$ cat config.mk
export PLATFORM = sky130hd
export DESIGN_NAME = regfile_multiport_flat
export DESIGN_NICKNAME = d
export VERILOG_FILES = /design/src/rtl/regfile_multiport_if.sv /design/src/rtl/regfile_multiport.sv /design/src/flat_wrapper.sv
export SDC_FILE = /design/constraint.sdc
export NUM_CORES = 1
export LEC_CHECK = 0
export BUFFER_PORTS_ARGS = -buffer_cell sky130_fd_sc_hd__buf_2
export CORE_MARGIN = 3
export CORE_UTILIZATION = 35
export CTS_CLUSTER_DIAMETER = 50
export CTS_CLUSTER_SIZE = 12
export DETAILED_ROUTE_END_ITERATION = 8
export GPL_ROUTABILITY_DRIVEN = 0
export PLACE_DENSITY = 0.52
export SLEW_MARGIN = 10
export SYNTH_ARGS = -nofsm -noshare
export SYNTH_HDL_FRONTEND = slang
export SYNTH_SLANG_ARGS = --single-unit
export TNS_END_PERCENT = 1
$ cat constraint.sdc
create_clock -name clk -period 9.5 [get_ports clk]
set_input_delay 1.9 -clock clk [delete_from_list [all_inputs] [get_ports clk]]
set_output_delay 1.9 -clock clk [all_outputs]
set_load 0.01 [all_outputs]
$ cat src/rtl/regfile_multiport_if.sv
// regfile_multiport_if
//   Bus bundle between decode/writeback and the multi-port register file.
//   Parameters mirror the register file (XLEN, NREGS, NUM_RD); AW is derived.
//   Signals:
//     rd_addr   NUM_RD*AW    read addresses, port i at [i*AW +: AW]
//     rd_data   NUM_RD*XLEN  read data, port i at [i*XLEN +: XLEN]
//     we        1            write enable
//     wr_addr   AW           write address
//     wr_data   XLEN         write data
//     init_busy 1            clear sweep in progress
//     wr_drop   1            one-cycle pulse: requested write was discarded
//   master: requester side (decode/writeback); slave: register file side.
interface regfile_multiport_if #(
   parameter int unsigned XLEN   = 32,
   parameter int unsigned NREGS  = 32,
   parameter int unsigned NUM_RD = 2
);
   localparam int unsigned AW = $clog2(NREGS);

   logic [NUM_RD*AW-1:0]   rd_addr;
   logic [NUM_RD*XLEN-1:0] rd_data;
   logic                   we;
   logic [AW-1:0]          wr_addr;
   logic [XLEN-1:0]        wr_data;
   logic                   init_busy;
   logic                   wr_drop;

   modport master (
      output rd_addr, we, wr_addr, wr_data,
      input  rd_data, init_busy, wr_drop
   );

   modport slave (
      input  rd_addr, we, wr_addr, wr_data,
      output rd_data, init_busy, wr_drop
   );
endinterface

$ cat src/rtl/regfile_multiport.sv
// regfile_multiport
//   NREGS x XLEN register file with NUM_RD combinational read ports and one
//   synchronous write port. After srst a sequential sweep clears every
//   register (NREGS edges); reads return 0 and writes are dropped meanwhile.
//   Register 0 reads as zero and ignores writes when ZERO_REG=1.
//   Ports:
//     clk   rising-edge clock
//     srst  synchronous active-high reset
//     bus   regfile_multiport_if.slave (rd_addr/rd_data/we/wr_addr/wr_data/
//           init_busy/wr_drop)
//   Optional build macro RF_BYPASS_EN: write-first forwarding of wr_data to
//   read ports addressing the register being written in the same cycle.
//   Without it, a read in the write cycle returns the old value.
module regfile_multiport #(
   parameter int unsigned XLEN     = 32,
   parameter int unsigned NREGS    = 32,
   parameter int unsigned NUM_RD   = 2,
   parameter bit          ZERO_REG = 1'b1
) (
   input logic                clk,
   input logic                srst,
   regfile_multiport_if.slave bus
);
   localparam int unsigned AW = $clog2(NREGS);
   localparam logic [AW:0]   NREGS_W = (AW+1)'(NREGS);
   localparam logic [AW-1:0] LAST    = AW'(NREGS - 1);

   typedef enum logic {INIT = 1'b0, READY = 1'b1} state_t;

   state_t            state_q, state_d;
   logic [AW-1:0]     ctr_q, ctr_d;
   logic              wr_drop_q, wr_drop_d;
   logic [XLEN-1:0]   mem_q [NREGS];

   logic              mem_we;
   logic [AW-1:0]     mem_waddr;
   logic [XLEN-1:0]   mem_wdata;
   logic              wr_ok;
   logic [NUM_RD*XLEN-1:0] rd_data_c;
   logic [AW-1:0]     ra;

   function automatic logic in_range(input logic [AW-1:0] a);
      return {1'b0, a} < NREGS_W;
   endfunction

   function automatic logic is_zero_reg(input logic [AW-1:0] a);
      return ZERO_REG && (a == '0);
   endfunction

   // A write that would architecturally land (ignores srst; srst is applied
   // where state is updated).
   assign wr_ok = bus.we && (state_q == READY) && in_range(bus.wr_addr)
                  && !is_zero_reg(bus.wr_addr);

   // State register
   always_ff @(posedge clk) begin
      state_q   <= state_d;
      ctr_q     <= ctr_d;
      wr_drop_q <= wr_drop_d;
   end

   // Storage: no reset, contents defined by the sweep
   always_ff @(posedge clk) begin
      if (mem_we) begin
         mem_q[mem_waddr] <= mem_wdata;
      end
   end

   // Next state, sweep and write-port control
   always_comb begin
      state_d   = state_q;
      ctr_d     = ctr_q;
      wr_drop_d = 1'b0;
      mem_we    = 1'b0;
      mem_waddr = bus.wr_addr;
      mem_wdata = bus.wr_data;
      if (srst) begin
         state_d = INIT;
         ctr_d   = '0;
      end else if (state_q == INIT) begin
         mem_we    = 1'b1;
         mem_waddr = ctr_q;
         mem_wdata = '0;
         if (ctr_q == LAST) begin
            state_d = READY;
         end else begin
            ctr_d = ctr_q + AW'(1);
         end
         wr_drop_d = bus.we;
      end else begin
         mem_we = wr_ok;
         // Writes to the hardwired zero register are legal, not drops
         wr_drop_d = bus.we && !in_range(bus.wr_addr);
      end
   end

   // Outputs
   always_comb begin
      rd_data_c = '0;
      ra        = '0;
      for (int unsigned i = 0; i < NUM_RD; i++) begin
         ra = bus.rd_addr[i*AW +: AW];
         if ((state_q == READY) && in_range(ra) && !is_zero_reg(ra)) begin
`ifdef RF_BYPASS_EN
            if (wr_ok && (ra == bus.wr_addr)) begin
               rd_data_c[i*XLEN +: XLEN] = bus.wr_data;
            end else begin
               rd_data_c[i*XLEN +: XLEN] = mem_q[ra];
            end
`else
            rd_data_c[i*XLEN +: XLEN] = mem_q[ra];
`endif
         end
      end
   end

   assign bus.rd_data   = rd_data_c;
   assign bus.init_busy = (state_q == INIT);
   assign bus.wr_drop   = wr_drop_q;

endmodule

$ cat src/flat_wrapper.sv
// flat-port wrapper written by rule: the top's interface ports become plain ports
module regfile_multiport_flat 
#(
   parameter int unsigned XLEN     = 32,
   parameter int unsigned NREGS    = 32,
   parameter int unsigned NUM_RD   = 2,
   parameter bit          ZERO_REG = 1'b1
)
  (clk, srst, bus_rd_addr, bus_we, bus_wr_addr, bus_wr_data, bus_rd_data, bus_init_busy, bus_wr_drop);
  regfile_multiport_if #(.XLEN(XLEN), .NREGS(NREGS), .NUM_RD(NUM_RD)) bus_i ();
  input logic clk;
  input logic srst;
  input wire logic [$bits(bus_i.rd_addr)-1:0] bus_rd_addr;
  input wire logic [$bits(bus_i.we)-1:0] bus_we;
  input wire logic [$bits(bus_i.wr_addr)-1:0] bus_wr_addr;
  input wire logic [$bits(bus_i.wr_data)-1:0] bus_wr_data;
  output wire logic [$bits(bus_i.rd_data)-1:0] bus_rd_data;
  output wire logic [$bits(bus_i.init_busy)-1:0] bus_init_busy;
  output wire logic [$bits(bus_i.wr_drop)-1:0] bus_wr_drop;
  assign bus_i.rd_addr = bus_rd_addr;
  assign bus_i.we = bus_we;
  assign bus_i.wr_addr = bus_wr_addr;
  assign bus_i.wr_data = bus_wr_data;
  assign bus_rd_data = bus_i.rd_data;
  assign bus_init_busy = bus_i.init_busy;
  assign bus_wr_drop = bus_i.wr_drop;
  regfile_multiport #(.XLEN(XLEN), .NREGS(NREGS), .NUM_RD(NUM_RD), .ZERO_REG(ZERO_REG)) u_core (.clk(clk), .srst(srst), .bus(bus_i));
endmodule
==> results of run 1 <==
## cells in the mapped netlist, drive strengths merged, types with 4 or more instances
library cell	n
nor2	48
o21ai	5
nand4	65
nand3	129
a31oi	24
edfxtp	1024
clkbuf	90
nor2b	8
a32oi	17
nand2	72
dfxtp	7
buf	142
a22oi	257
a21oi	66
and3	33
and2	40
mux4	252
nand2b	4
a22o	25
mux2i	522
## worst max-delay path, stage by stage
cell and delay, ns:
buf_8 0.55, buf_4 0.84, and2_2 1.01, nand2_1 0.14, nand4_1 0.25, buf_2 0.19
## per-layer routing
metal | up-vias | global-route usage (%) | part of all wire (%)
li1 | 12100 | - | -
met1 | 16100 | 33.9 | 42
met2 | 1846 | 37.6 | 46
met3 | 301 | 4.78 | 9.2
met4 | 0 | 7.92 | 2.9
met5 | - | 0 | 0
## per-stage QoR
stage               hold slack [ns]  instance area (um^2)  total power [mW]  cells  util [%]
floorplan                     0.494                 48200              5.60   2860         -
CTS                           0.566                 54500              10.2   4805      40.0
global placement              0.519                 50800              5.83   4604      37.3
global route                  0.595                 54500              10.5   4805      40.0
detailed placement            0.555                 50800              5.85   4604      37.3
finish                        0.570                 54500              10.2   4810      40.0
## power breakdown
part           total (mW)  internal (mW)  switching (mW)
logic               0.688          0.239           0.449
registers            5.07           5.05          0.0181
clock network        4.42           2.58            1.84
## final cells by class
class	count	area [um^2]	area share, %
Clock buffer	146	3050	5.59
Antenna cell	5	12.5	0.0230
Inverter	1	3.75	0.00689
Sequential cell	1031	30900	56.7
Timing Repair Buffer	195	1260	2.30
Tap cell	1781	2230	4.09
Multi-Input combinational cell	1596	16400	30.2
Clock inverter	55	624	1.15
## path summary, 6_finish.rpt
kind / from / end / slack (ns)
max: bus_rd_addr[6] / bus_rd_data[46] / 2.40
min: u_core.ctr_q[4] / u_core.ctr_q[4] / 0.57
max reg2reg: u_core.state_q / u_core.mem_q[17][26] / 5.05
min reg2reg: u_core.ctr_q[4] / u_core.ctr_q[4] / 0.57
## registers in the layout, indices dropped and copies added, names as in the netlist
register / cells
u_core.bus.wr_drop: 1
u_core.ctr_q: 5
u_core.mem_q: 1024
u_core.state_q: 1
## kinds of logic after synthesis
kind of cell,after synthesis
fa+ha+maj,2
buf+inv,233
xor+xnor,3
simple gates,412
mux,775
flops,1031
compound gates,404
==> flow_summary.json, run 1 <==
{
  "max-vdd-ir-drop_uv": 156,
  "coreArea_um2": 136000,
  "synthXorXnorAreaFrac_pct": 0.0545,
  "cts_resized": 0,
  "clock_latency_ns": 0.71,
  "cp.required_ns": 7.60,
  "drt-initial-drc-count": 4478,
  "final_common_cell": "edfxtp_1",
  "clock-sinks": 1031,
  "ctsHtreeMaxLevel": 3,
  "synth_fa_ha_area_share_pct": 0.0519,
  "grt_usage_pct": 24.1,
  "finalWirelength_mm": 174,
  "synth.area.mux_share_pct": 22.7,
  "synth-compound-area-share_pct": 5.99,
  "clk_path_buf_depth": 3,
  "slew_headroom_pct": 17.6,
  "die_h_um": 377,
  "ys_ff_latch": 1031,
  "synth_area_leaders": "edfxtp_1 (64%), mux4_2 (12%), mux2i_1 (11%)",
  "grt_pass1_vias": 30700,
  "layout_common_cells": "edfxtp_1 (1024), mux2i_1 (522), a22oi_1 (257)",
  "ant_nets": 0,
  "drc": 0,
  "viasPerCell": 6.30,
  "yosysTopAreaCell": "edfxtp_1",
  "synth_edf_count": 1024,
  "cap_violations": 0,
  "avgSynthCellArea_um2": 16.9,
  "nets": 2991,
  "numPortBuffers": 115,
  "total_leakage_power_nw": 18.5,
  "min_period_ns": 7.10,
  "boundaryPins": 116,
  "hold_viol": 0,
  "drv_slew": 0,
  "clock_skew_ns": 0.0260,
  "synth_top_flop_cell": "edfxtp_1",
  "arrival_ns": 5.20,
  "grt_pass1_wl_mm": 241,
  "cts_setup_buffers": 0,
  "num-fill-cells": 12300,
  "cp-start-kind": "primary input",
  "drive_above_1_share_pct": 22.4,
  "dp_hpwl_mm": 100,
  "ys_seq_area_share_pct": 64.1,
  "clk_pin_slew_ns": 0.06,
  "grt_max_degree": 111,
  "synth_top_area_share_pct": 63.8,
  "cts_tree": "built",
  "timing.final.crit_share_pct": 74.7,
  "grt.overflow.total": 0,
  "worst_slew_pin_slew_ns": 1.24,
  "rsz0062_at_grt": "no",
  "first_pass_iters": 6,
  "rows": 135,
  "worstPathMaxFanout": 87,
  "setup-tns-final_ns": 0,
  "antenna_found_initial": 9,
  "synth_top_family_by_area": "multiplexers",
  "die_w_um": 377,
  "clock.fmax_mhz": 141,
  "start_util_pct": 35.4,
  "rr_worst_depth": 6,
  "synthSimpleGateAreaFrac_pct": 4.51,
  "cts_inserted_buffers": 114,
  "yosys_warnings": 0,
  "wl_per_cell_um": 36.1,
  "hp-class": "reg2reg",
  "synthCells": 2860,
  "p_per_area_nw_per_um2": 187,
  "critical_path_class": "in2out",
  "finalSetupViolations": 0,
  "cp-end-kind": "output port",
  "syn_to_final_growth_pct": 13.1,
  "ys_types": 44,
  "routed-via-count": 30300,
  "cts_root_buf": "clkbuf_16",
  "hold_depth": 2,
  "die_area_um2": 142000,
  "syn-num-nets": 2912,
  "place_ws_ns": 2.45,
  "hold_buffers": 0,
  "status": "complete, no violations",
  "syn_area_um2": 48200,
  "setup_ws_ns": 2.40,
  "async_reset_ff_share_pct": 0
}
No activity file was read; power rests on OpenSTA's default activity.
==> run 2: changes to the inputs <==
clock period = 7 ns   (was 9.5 ns; I/O delays follow)
==> run 2 against run 1 <==
Sequential power increased by 36%. Non-clock buffer count increased by 29. Via count about the same. Largest cell class unchanged. Global-route usage about the same.
==> flow_summary.json, run 2 (synthesis results as in run 1) <==
{
  "status": "complete, no violations",
  "wl_per_cell_um": 36.1,
  "hold_buffers": 0,
  "clock_latency_ns": 0.72,
  "clock-sinks": 1031,
  "hold_viol": 0,
  "nets": 3022,
  "cap_violations": 0,
  "clk_pin_slew_ns": 0.06,
  "worstPathMaxFanout": 92,
  "grt_busiest_layer": "met2",
  "grt_usage_pct": 24.2,
  "num-fill-cells": 12300,
  "min_period_ns": 5.76,
  "max-vdd-ir-drop_uv": 207,
  "die_w_um": 377,
  "layout_common_cells": "edfxtp_1 (1024), mux2i_1 (522), a22oi_1 (257)",
  "finalSetupViolations": 0,
  "largest_reg_flops": 1024,
  "finalWirelength_mm": 174,
  "hp-class": "reg2reg",
  "slowest_delay_ns": 0.93,
  "die_area_um2": 142000,
  "total_leakage_power_nw": 18.8,
  "dp_hpwl_mm": 104,
  "die_h_um": 377,
  "coreArea_um2": 136000,
  "cp.required_ns": 5.60,
  "clk_path_buf_depth": 3,
  "start_util_pct": 35.4,
  "syn_to_final_growth_pct": 14.2,
  "worst_slew_pin_slew_ns": 1.33,
  "use_met3_pct": 5.06,
  "rr_worst_depth": 6,
  "worst_hold_slack_ns": 0.558,
  "cts_root_buf": "clkbuf_16",
  "routed-via-count": 30300,
  "boundaryPins": 116,
  "cp_slowest_cell": "and2_2",
  "reg_top3": "u_core.mem_q (1024), u_core.ctr_q (5)",
  "cts_inserted_buffers": 116,
  "grt.overflow.total": 0,
  "ctsHtreeMaxLevel": 3,
  "final_common_cell": "edfxtp_1",
  "arrival_ns": 4.36,
  "ant_nets": 0,
  "rsz0062_at_grt": "no",
  "drive_above_1_share_pct": 23.6,
  "cp-end-kind": "output port",
  "clock.fmax_mhz": 174,
  "use_met1_pct": 32.7,
  "r2r_end": "u_core.mem_q[29][22]",
  "timing.final.crit_share_pct": 82.3,
  "min_from": "u_core.ctr_q[4]",
  "setup-tns-final_ns": 0,
  "use_met2_pct": 38.3,
  "whs_endpoint": "u_core.ctr_q[4]",
  "slew_headroom_pct": 11.2,
  "drc": 0,
  "grt_max_degree": 93,
  "r2r_setup_slack_ns": 2.89,
  "r2r-start": "u_core.state_q",
  "place_ws_ns": 1.31,
  "antenna_found_initial": 5,
  "clock_skew_ns": 0.0238,
  "cts_tree": "built",
  "drv_slew": 0,
  "first_pass_iters": 5,
  "regMostFlops": "u_core.mem_q",
  "cts_resized": 0,
  "cts_setup_buffers": 0,
  "p_per_area_nw_per_um2": 253,
  "hold_depth": 2,
  "critical_path_class": "in2out",
  "drt-initial-drc-count": 3922,
  "setup_ws_ns": 1.24,
  "rows": 135,
  "cp-start-kind": "primary input",
  "numPortBuffers": 115,
  "path_cells": "buf_8 -> and2_2 -> buf_4 -> a22oi_1 -> a31oi_1 -> nand4_1 -> buf_2",
  "viasPerCell": 6.27,
  "grt_pass1_wl_mm": 242,
  "grt_pass1_vias": 31000
}
-- run 2: cell type report --
| class | instances | area [um^2] | area share [%] |
|---|---|---|---|
| Clock inverter | 59 | 678 | 1.23 |
| Sequential cell | 1031 | 30900 | 56.1 |
| Multi-Input combinational cell | 1596 | 16500 | 29.9 |
| Timing Repair Buffer | 224 | 1710 | 3.11 |
| Clock buffer | 136 | 3060 | 5.56 |
| Antenna cell | 3 | 7.51 | 0.0136 |
| Inverter | 1 | 3.75 | 0.00682 |
| Tap cell | 1781 | 2230 | 4.05 |
-- run 2: metrics by stage --
stage | util [%] | instances | total power [mW] | instance area [um^2]
after floorplan | - | 2860 | 7.61 | 48200
after global placement | 37.6 | 4631 | 7.93 | 51300
after detailed placement | 37.6 | 4631 | 7.95 | 51300
after CTS | 40.4 | 4826 | 14.0 | 55000
after global routing | 40.4 | 4828 | 14.3 | 55000
final | 40.4 | 4831 | 13.9 | 55000
-- run 2: worst max path at each step --
| stage | from | end | slack [ns] | depth (start not counted) |
|---|---|---|---|---|
| floorplan | srst | u_core.mem_q[10][0] | 2.80 | 5 |
| global placement | bus_rd_addr[7] | bus_rd_data[37] | 1.28 | 7 |
| detailed placement | bus_rd_addr[7] | bus_rd_data[42] | 1.31 | 7 |
| CTS | bus_rd_addr[7] | bus_rd_data[42] | 1.32 | 7 |
| global route | bus_rd_addr[7] | bus_rd_data[42] | 1.22 | 7 |
| finish | bus_rd_addr[7] | bus_rd_data[42] | 1.24 | 7 |
-- run 2: routing by layer --
metal	share of wire, %	wire, um
met1	41	71300
met4	3.6	6330
met3	8.9	15500
met2	47	81200
met5	0.0075	13
-- run 2: critical path: cells and delay by family --
family                 cells  cell delay [ns]
buffers and inverters      3             1.27
and+or+nand+nor            2             1.24
AOI/OAI and AO/OA          2             0.33
-- run 2: report_power, final --
part | leakage [nW] | internal, mW | switching, mW | total, mW
Combinational | 7.57 | 0.338 | 0.615 | 0.953
Clock | 1.80 | 3.58 | 2.53 | 6.11
Sequential | 9.43 | 6.85 | 0.0244 | 6.88
Total | 18.8 | 10.8 | 3.17 | 13.9
